<file path="src/rtl/bsg_bladerunner_rom_reader_if.sv">
// bsg_bladerunner_rom_reader_if: request, ROM-port and response signals of the ROM reader
interface bsg_bladerunner_rom_reader_if #(
    parameter int rom_width_p  = 32,
    parameter int addr_width_p = 4
);
    logic                    req_v_i;
    logic [addr_width_p-1:0] req_addr_i;
    logic                    req_burst_i;
    logic                    req_ready_o;
    logic                    rom_v_o;
    logic [addr_width_p-1:0] rom_addr_o;
    logic [rom_width_p-1:0]  rom_data_i;
    logic                    resp_v_o;
    logic [rom_width_p-1:0]  resp_data_o;
    logic                    resp_err_o;
    logic                    resp_last_o;
    logic                    resp_ready_i;

    modport slave (
        input  req_v_i, req_addr_i, req_burst_i, rom_data_i, resp_ready_i,
        output req_ready_o, rom_v_o, rom_addr_o, resp_v_o, resp_data_o, resp_err_o, resp_last_o
    );

    modport master (
        output req_v_i, req_addr_i, req_burst_i, rom_data_i, resp_ready_i,
        input  req_ready_o, rom_v_o, rom_addr_o, resp_v_o, resp_data_o, resp_err_o, resp_last_o
    );
endinterface

</file>
<file path="src/rtl/bsg_bladerunner_rom_reader.sv">
// bsg_bladerunner_rom_reader: single/burst ROM read front-end; BSG_BLADERUNNER_ROM_READER_CHECKSUM_EN appends an XOR checksum word to bursts
module bsg_bladerunner_rom_reader #(
    parameter int rom_width_p  = 32,
    parameter int rom_els_p    = 12,
    parameter int addr_width_p = 4
) (
    input  logic clk_i,
    input  logic reset_i,
    bsg_bladerunner_rom_reader_if.slave bus
);
`ifdef BSG_BLADERUNNER_ROM_READER_CHECKSUM_EN
    typedef enum logic [2:0] {IDLE, FETCH, CAPTURE, RESP, CHKSUM} state_e;
`else
    typedef enum logic [2:0] {IDLE, FETCH, CAPTURE, RESP} state_e;
`endif

    localparam logic [addr_width_p:0]   els_lp       = (addr_width_p+1)'(rom_els_p);
    localparam logic [addr_width_p-1:0] last_addr_lp = addr_width_p'(rom_els_p-1);

    state_e                  state_q, state_d;
    logic [addr_width_p-1:0] addr_q, addr_d;
    logic                    burst_q, burst_d;
    logic [rom_width_p-1:0]  data_q, data_d;
    logic                    err_q, err_d;
    logic                    last_q, last_d;
    logic                    final_w;
`ifdef BSG_BLADERUNNER_ROM_READER_CHECKSUM_EN
    logic [rom_width_p-1:0]  chk_q, chk_d;
`endif

    // Error responses and single reads end after one word; bursts end at the top entry
    assign final_w = err_q | !burst_q | (addr_q == last_addr_lp);

    assign bus.req_ready_o = (state_q == IDLE);
    assign bus.rom_v_o     = (state_q == FETCH);
    assign bus.rom_addr_o  = addr_q;
`ifdef BSG_BLADERUNNER_ROM_READER_CHECKSUM_EN
    assign bus.resp_v_o    = (state_q == RESP) | (state_q == CHKSUM);
`else
    assign bus.resp_v_o    = (state_q == RESP);
`endif
    assign bus.resp_data_o = data_q;
    assign bus.resp_err_o  = err_q;
    assign bus.resp_last_o = last_q;

    // Next-state and datapath updates for the request/fetch/capture/respond sequence
    always_comb begin
        state_d = state_q;
        addr_d  = addr_q;
        burst_d = burst_q;
        data_d  = data_q;
        err_d   = err_q;
        last_d  = last_q;
`ifdef BSG_BLADERUNNER_ROM_READER_CHECKSUM_EN
        chk_d   = chk_q;
`endif
        unique case (state_q)
            IDLE: begin
                if (bus.req_v_i) begin
                    addr_d = bus.req_addr_i;
                    data_d = '0;
                    err_d  = 1'b0;
                    last_d = 1'b0;
`ifdef BSG_BLADERUNNER_ROM_READER_CHECKSUM_EN
                    chk_d  = '0;
`endif
                    if ({1'b0, bus.req_addr_i} >= els_lp) begin
                        burst_d = 1'b0;
                        err_d   = 1'b1;
                        last_d  = 1'b1;
                        state_d = RESP;
                    end else begin
                        burst_d = bus.req_burst_i;
                        state_d = FETCH;
                    end
                end
            end
            FETCH: state_d = CAPTURE;
            CAPTURE: begin
                data_d  = bus.rom_data_i;
`ifdef BSG_BLADERUNNER_ROM_READER_CHECKSUM_EN
                last_d  = !burst_q;
                chk_d   = chk_q ^ bus.rom_data_i;
`else
                last_d  = !burst_q | (addr_q == last_addr_lp);
`endif
                state_d = RESP;
            end
            RESP: begin
                if (bus.resp_ready_i) begin
                    if (final_w) begin
                        state_d = IDLE;
`ifdef BSG_BLADERUNNER_ROM_READER_CHECKSUM_EN
                        if (burst_q) begin
                            data_d  = chk_q;
                            err_d   = 1'b0;
                            last_d  = 1'b1;
                            state_d = CHKSUM;
                        end
`endif
                    end else begin
                        addr_d  = addr_q + addr_width_p'(1);
                        state_d = FETCH;
                    end
                end
            end
`ifdef BSG_BLADERUNNER_ROM_READER_CHECKSUM_EN
            CHKSUM: state_d = bus.resp_ready_i ? IDLE : CHKSUM;
`endif
            default: state_d = IDLE;
        endcase
    end

    // State and datapath registers; reset drops any in-flight transaction immediately
    always_ff @(posedge clk_i or posedge reset_i) begin
        if (reset_i) begin
            state_q <= IDLE;
            addr_q  <= '0;
            burst_q <= 1'b0;
            data_q  <= '0;
            err_q   <= 1'b0;
            last_q  <= 1'b0;
`ifdef BSG_BLADERUNNER_ROM_READER_CHECKSUM_EN
            chk_q   <= '0;
`endif
        end else begin
            state_q <= state_d;
            addr_q  <= addr_d;
            burst_q <= burst_d;
            data_q  <= data_d;
            err_q   <= err_d;
            last_q  <= last_d;
`ifdef BSG_BLADERUNNER_ROM_READER_CHECKSUM_EN
            chk_q   <= chk_d;
`endif
        end
    end
endmodule

</file>
<file path="src/flat_wrapper.sv">
// flat-port wrapper written by rule: the top's interface ports become plain ports
module bsg_bladerunner_rom_reader_flat 
#(
    parameter int rom_width_p  = 32,
    parameter int rom_els_p    = 12,
    parameter int addr_width_p = 4
)
  (clk_i, reset_i, bus_req_v_i, bus_req_addr_i, bus_req_burst_i, bus_rom_data_i, bus_resp_ready_i, bus_req_ready_o, bus_rom_v_o, bus_rom_addr_o, bus_resp_v_o, bus_resp_data_o, bus_resp_err_o, bus_resp_last_o);
  bsg_bladerunner_rom_reader_if #(.rom_width_p(rom_width_p), .addr_width_p(addr_width_p)) bus_i ();
  input  logic clk_i;
  input  logic reset_i;
  input wire logic [$bits(bus_i.req_v_i)-1:0] bus_req_v_i;
  input wire logic [$bits(bus_i.req_addr_i)-1:0] bus_req_addr_i;
  input wire logic [$bits(bus_i.req_burst_i)-1:0] bus_req_burst_i;
  input wire logic [$bits(bus_i.rom_data_i)-1:0] bus_rom_data_i;
  input wire logic [$bits(bus_i.resp_ready_i)-1:0] bus_resp_ready_i;
  output wire logic [$bits(bus_i.req_ready_o)-1:0] bus_req_ready_o;
  output wire logic [$bits(bus_i.rom_v_o)-1:0] bus_rom_v_o;
  output wire logic [$bits(bus_i.rom_addr_o)-1:0] bus_rom_addr_o;
  output wire logic [$bits(bus_i.resp_v_o)-1:0] bus_resp_v_o;
  output wire logic [$bits(bus_i.resp_data_o)-1:0] bus_resp_data_o;
  output wire logic [$bits(bus_i.resp_err_o)-1:0] bus_resp_err_o;
  output wire logic [$bits(bus_i.resp_last_o)-1:0] bus_resp_last_o;
  assign bus_i.req_v_i = bus_req_v_i;
  assign bus_i.req_addr_i = bus_req_addr_i;
  assign bus_i.req_burst_i = bus_req_burst_i;
  assign bus_i.rom_data_i = bus_rom_data_i;
  assign bus_i.resp_ready_i = bus_resp_ready_i;
  assign bus_req_ready_o = bus_i.req_ready_o;
  assign bus_rom_v_o = bus_i.rom_v_o;
  assign bus_rom_addr_o = bus_i.rom_addr_o;
  assign bus_resp_v_o = bus_i.resp_v_o;
  assign bus_resp_data_o = bus_i.resp_data_o;
  assign bus_resp_err_o = bus_i.resp_err_o;
  assign bus_resp_last_o = bus_i.resp_last_o;
  bsg_bladerunner_rom_reader #(.rom_width_p(rom_width_p), .rom_els_p(rom_els_p), .addr_width_p(addr_width_p)) u_core (.clk_i(clk_i), .reset_i(reset_i), .bus(bus_i));
endmodule
</file>
<file path="config.mk">
export PLATFORM = sky130hd
export DESIGN_NAME = bsg_bladerunner_rom_reader_flat
export DESIGN_NICKNAME = d
export VERILOG_FILES = /design/src/rtl/bsg_bladerunner_rom_reader_if.sv /design/src/rtl/bsg_bladerunner_rom_reader.sv /design/src/flat_wrapper.sv
export SDC_FILE = /design/constraint.sdc
export NUM_CORES = 1
export LEC_CHECK = 0
export ABC_CLOCK_PERIOD_IN_PS = 2200
export CORE_UTILIZATION = 40
export DETAILED_ROUTE_END_ITERATION = 12
export PLACE_DENSITY_LB_ADDON = 0.2
export SYNTH_ARGS = -nofsm -noshare
export SYNTH_HDL_FRONTEND = slang
export SYNTH_SLANG_ARGS = --single-unit
</file>
<file path="constraint.sdc">
create_clock -name clk_i -period 2.2 [get_ports clk_i]
set_input_delay 0.33 -clock clk_i [delete_from_list [all_inputs] [get_ports clk_i]]
set_output_delay 0.33 -clock clk_i [all_outputs]
set_load 0.05 [all_outputs]
</file>
==> out/metrics.cfg <==
[die]
design.portCount=82
die_x_um=65.7
core_area_mm2=0.00377
num_rows=22
initial_core_util=0.431
dieArea_mm2=0.00432
die_y_um=65.7

[power]
switching_share=0.494
pwr-share-comb=0.612
seqPwrFrac=0.283
clkPwrFrac=0.105
peakVddDrop_mv=0.968
power_density_mw_per_mm2=1820
leakagePower_nw=1.14
p_switching_mw=2.34
p_int_mw=2.40

[synthesis]
synth_top_family_by_area=compound AO/OA/AOI/OAI gates
syn-cell-area_mm2=0.00163
synth_xor_area_frac=0
synth-compound-area-share=0.239
yosysWarnings=0
synth-seq-cells=41
synth_edf_count=0
synth_mux_area_frac=0.00616
synth_fp_nets=167
synthSimpleGateAreaFrac=0.0901
synth.avg_cell_area_um2=13.0
synthDistinctLibCells=28
synth_adder_area_share=0.00770
ys_seq_area_frac=0.631
async_flop_share=1.00
synth_flop_cell=dfrtp_1
syn_inst=125

[timing]
setup_ws_ps=118
skew_ps=6.91
tightest_slew_ps=743
post-route-min-period_ps=2080
setup_viol=0
clock.fmax_mhz=480
rsz0062_at_grt=false
relSlewSlack=0.502
slew_viol_final=0
min_period_over_period=0.946
finalHoldViolations=0
tns_ps=0

[placement]
gp_congestion=0.851
dpl_cell_area_mm2=0.00250
numPlacedInstances=250
pre_cts_ws_ps=354
portBuffers=81
dp_hpwl_um=2830

[setup_path]
required_ps=1870
setup.worst_path.end_class=primary output
cpPeakStageDelay_ps=790
worstPathArrival_ps=1750
cpMaxStageDelayCell=clkdlybuf4s50_1
start_kind=flip-flop
critPathKind=reg2out
critical_path.cell_chain=and2b_2 -> clkdlybuf4s50_1
crit_fanout=7

[detailed_routing]
wl_met1_um=1760
drcViolationCount=0
ant_nets=0
drt-total-wl_um=4020
via_per_inst=5.32
drt_first_iter_violations=51
first_pass_iters=5
route.met2.wl_um=2030
wl_per_cell_um=15.6
highest_layer=met4
wl_met3_um=198
vias=1372

[clock_network]
clk_latency_ps=280
cts_made_buffers=5
htree_levels=2
clkTransAtPathRegs_ps=80
cts_tree=built
root_buffer=clkbuf_8
clock_sinks=41
cts_buffer_depth=2
cts.hold.buffers_added=0

[global_route]
gr-total-overflow=0
grt_pass1_vias=1331
antenna_found_initial=0
grt_use_total=0.199
grt_pass1_wl_um=6420
grt_max_degree=35

[finish]
final_nets=251
fin_cells=258
fillers=257
multi_input_area_um2=563
area_delta_synth_final_pct=60.2
stdcell_area_mm2=0.00260
drive_gt1_frac=0.105
antenna_cells=0
seqCellArea_mm2=0.00103

[outcome]
status=finished, final reports clean

[hold_path]
hp-class=in2async

[flow_run]
maxCapViolCount=0

==> layout by cell type (no fill, tap or decap), types with 2 or more instances in the layout <==
| cell type | Yosys | routed |
|---|---|---|
| a31oi_1 | 2 | 2 |
| nor2_1 | 4 | 4 |
| o21ai_0 | 4 | 4 |
| dfrtp_1 | 41 | 41 |
| nand2_1 | 6 | 6 |
| buf_4 | 0 | 3 |
| a22o_1 | 32 | 32 |
| clkdlybuf4s50_1 | 0 | 79 |
| clkinv_4 | 1 | 2 |
| nand3_1 | 4 | 4 |
| clkbuf_8 | 0 | 6 |
| nand2_2 | 2 | 2 |
| a21oi_1 | 5 | 5 |
==> timing repair <==
| item | in CTS | in global routing |
|---|---|---|
| endpoints found under the setup margin | 0 | 1 |
| gates resized for setup | 0 | 1 |
| buffers inserted | 0 | 0 |
==> path summary, 6_finish.rpt <==
path / start / to / slack, ps / cells past startpoint
worst min-delay path: reset_i / u_core.bus.rom_addr_o[0]$_DFFE_PP0P_ / 380 / 2
worst min register to register: u_core.bus.resp_data_o[8]$_DFFE_PP0P_ / u_core.bus.resp_data_o[8]$_DFFE_PP0P_ / 500 / 1
min in group clk_i: u_core.bus.resp_data_o[8]$_DFFE_PP0P_ / u_core.bus.resp_data_o[8]$_DFFE_PP0P_ / 500 / 1
max in group asynchronous: reset_i / u_core.bus.resp_data_o[26]$_DFFE_PP0P_ / 1320 / 3
worst max-delay path: u_core.state_q[1]$_DFFE_PP0P_ / bus_rom_v_o / 120 / 2
worst max register to register: u_core.bus.rom_addr_o[0]$_DFFE_PP0P_ / u_core.bus.rom_addr_o[0]$_DFFE_PP0P_ / 600 / 5
==> cells by family after synthesis <==
group / count (synthesis)
flops: 41
mux: 1
simple gates: 25
fa+ha+maj: 1
buf+inv: 9
compound gates: 48
==> layer usage <==
layer  vias up  global-route usage
li1        642                   -
met1       672               0.265
met2        54               0.330
met3         4              0.0313
met4         0              0.0652
met5         -                   0
==> registers in the layout (all words and copies together), names as in the netlist <==
name                    flops
u_core.bus.resp_last_o      1
u_core.bus.resp_err_o       1
u_core.bus.resp_data_o     32
u_core.state_q              2
u_core.burst_q              1
u_core.bus.rom_addr_o       4
==> power by group through the flow <==
stage / combinational (mW) / clock [mW] / sequential (mW)
after floorplan: 0.850 / 0 / 2.43
after global placement: 2.86 / 0 / 1.33
after detailed placement: 2.91 / 0 / 1.35
after CTS: 2.92 / 0.510 / 1.34
after global routing: 3.05 / 0.542 / 1.38
final: 2.90 / 0.496 / 1.34
==> critical path, delay by kind of cell, from the launching register on <==
kind / cells / cell delay, ps
buf+inv: 1 / 790
flops: 1 / 450
simple gates: 1 / 230
==> stage by stage <==
stage / utilization / hold slack [ps] / total power, mW
floorplan: - / 417 / 3.28
global placement: 0.664 / 480 / 4.19
detailed placement: 0.664 / 483 / 4.25
CTS: 0.690 / 404 / 4.77
global route: 0.690 / 452 / 4.97
finish: 0.690 / 385 / 4.74
==> cells in the mapped netlist, drive strengths merged, types with 2 or more instances <==
| cell type | number | share of area |
|---|---|---|
| a21oi | 5 | 0.015 |
| a22o | 32 | 0.17 |
| a31oi | 2 | 0.0077 |
| buf | 3 | 0.0092 |
| clkbuf | 4 | 0.0092 |
| dfrtp | 41 | 0.63 |
| nand2 | 8 | 0.022 |
| nand3 | 4 | 0.012 |
| nand4 | 2 | 0.017 |
| nor2 | 4 | 0.0092 |
| nor2b | 2 | 0.0077 |
| o21ai | 4 | 0.012 |
==> area by class of cell <==
cell class	count	area share
sequential	41	0.394
inverter	2	0.00481
clock inverter	2	0.00529
tap	48	0.0231
multi-input combinational	75	0.216
clock buffer	6	0.0317
timing repair buffer	84	0.325
Note: power is estimated with default switching activity, not from simulation.
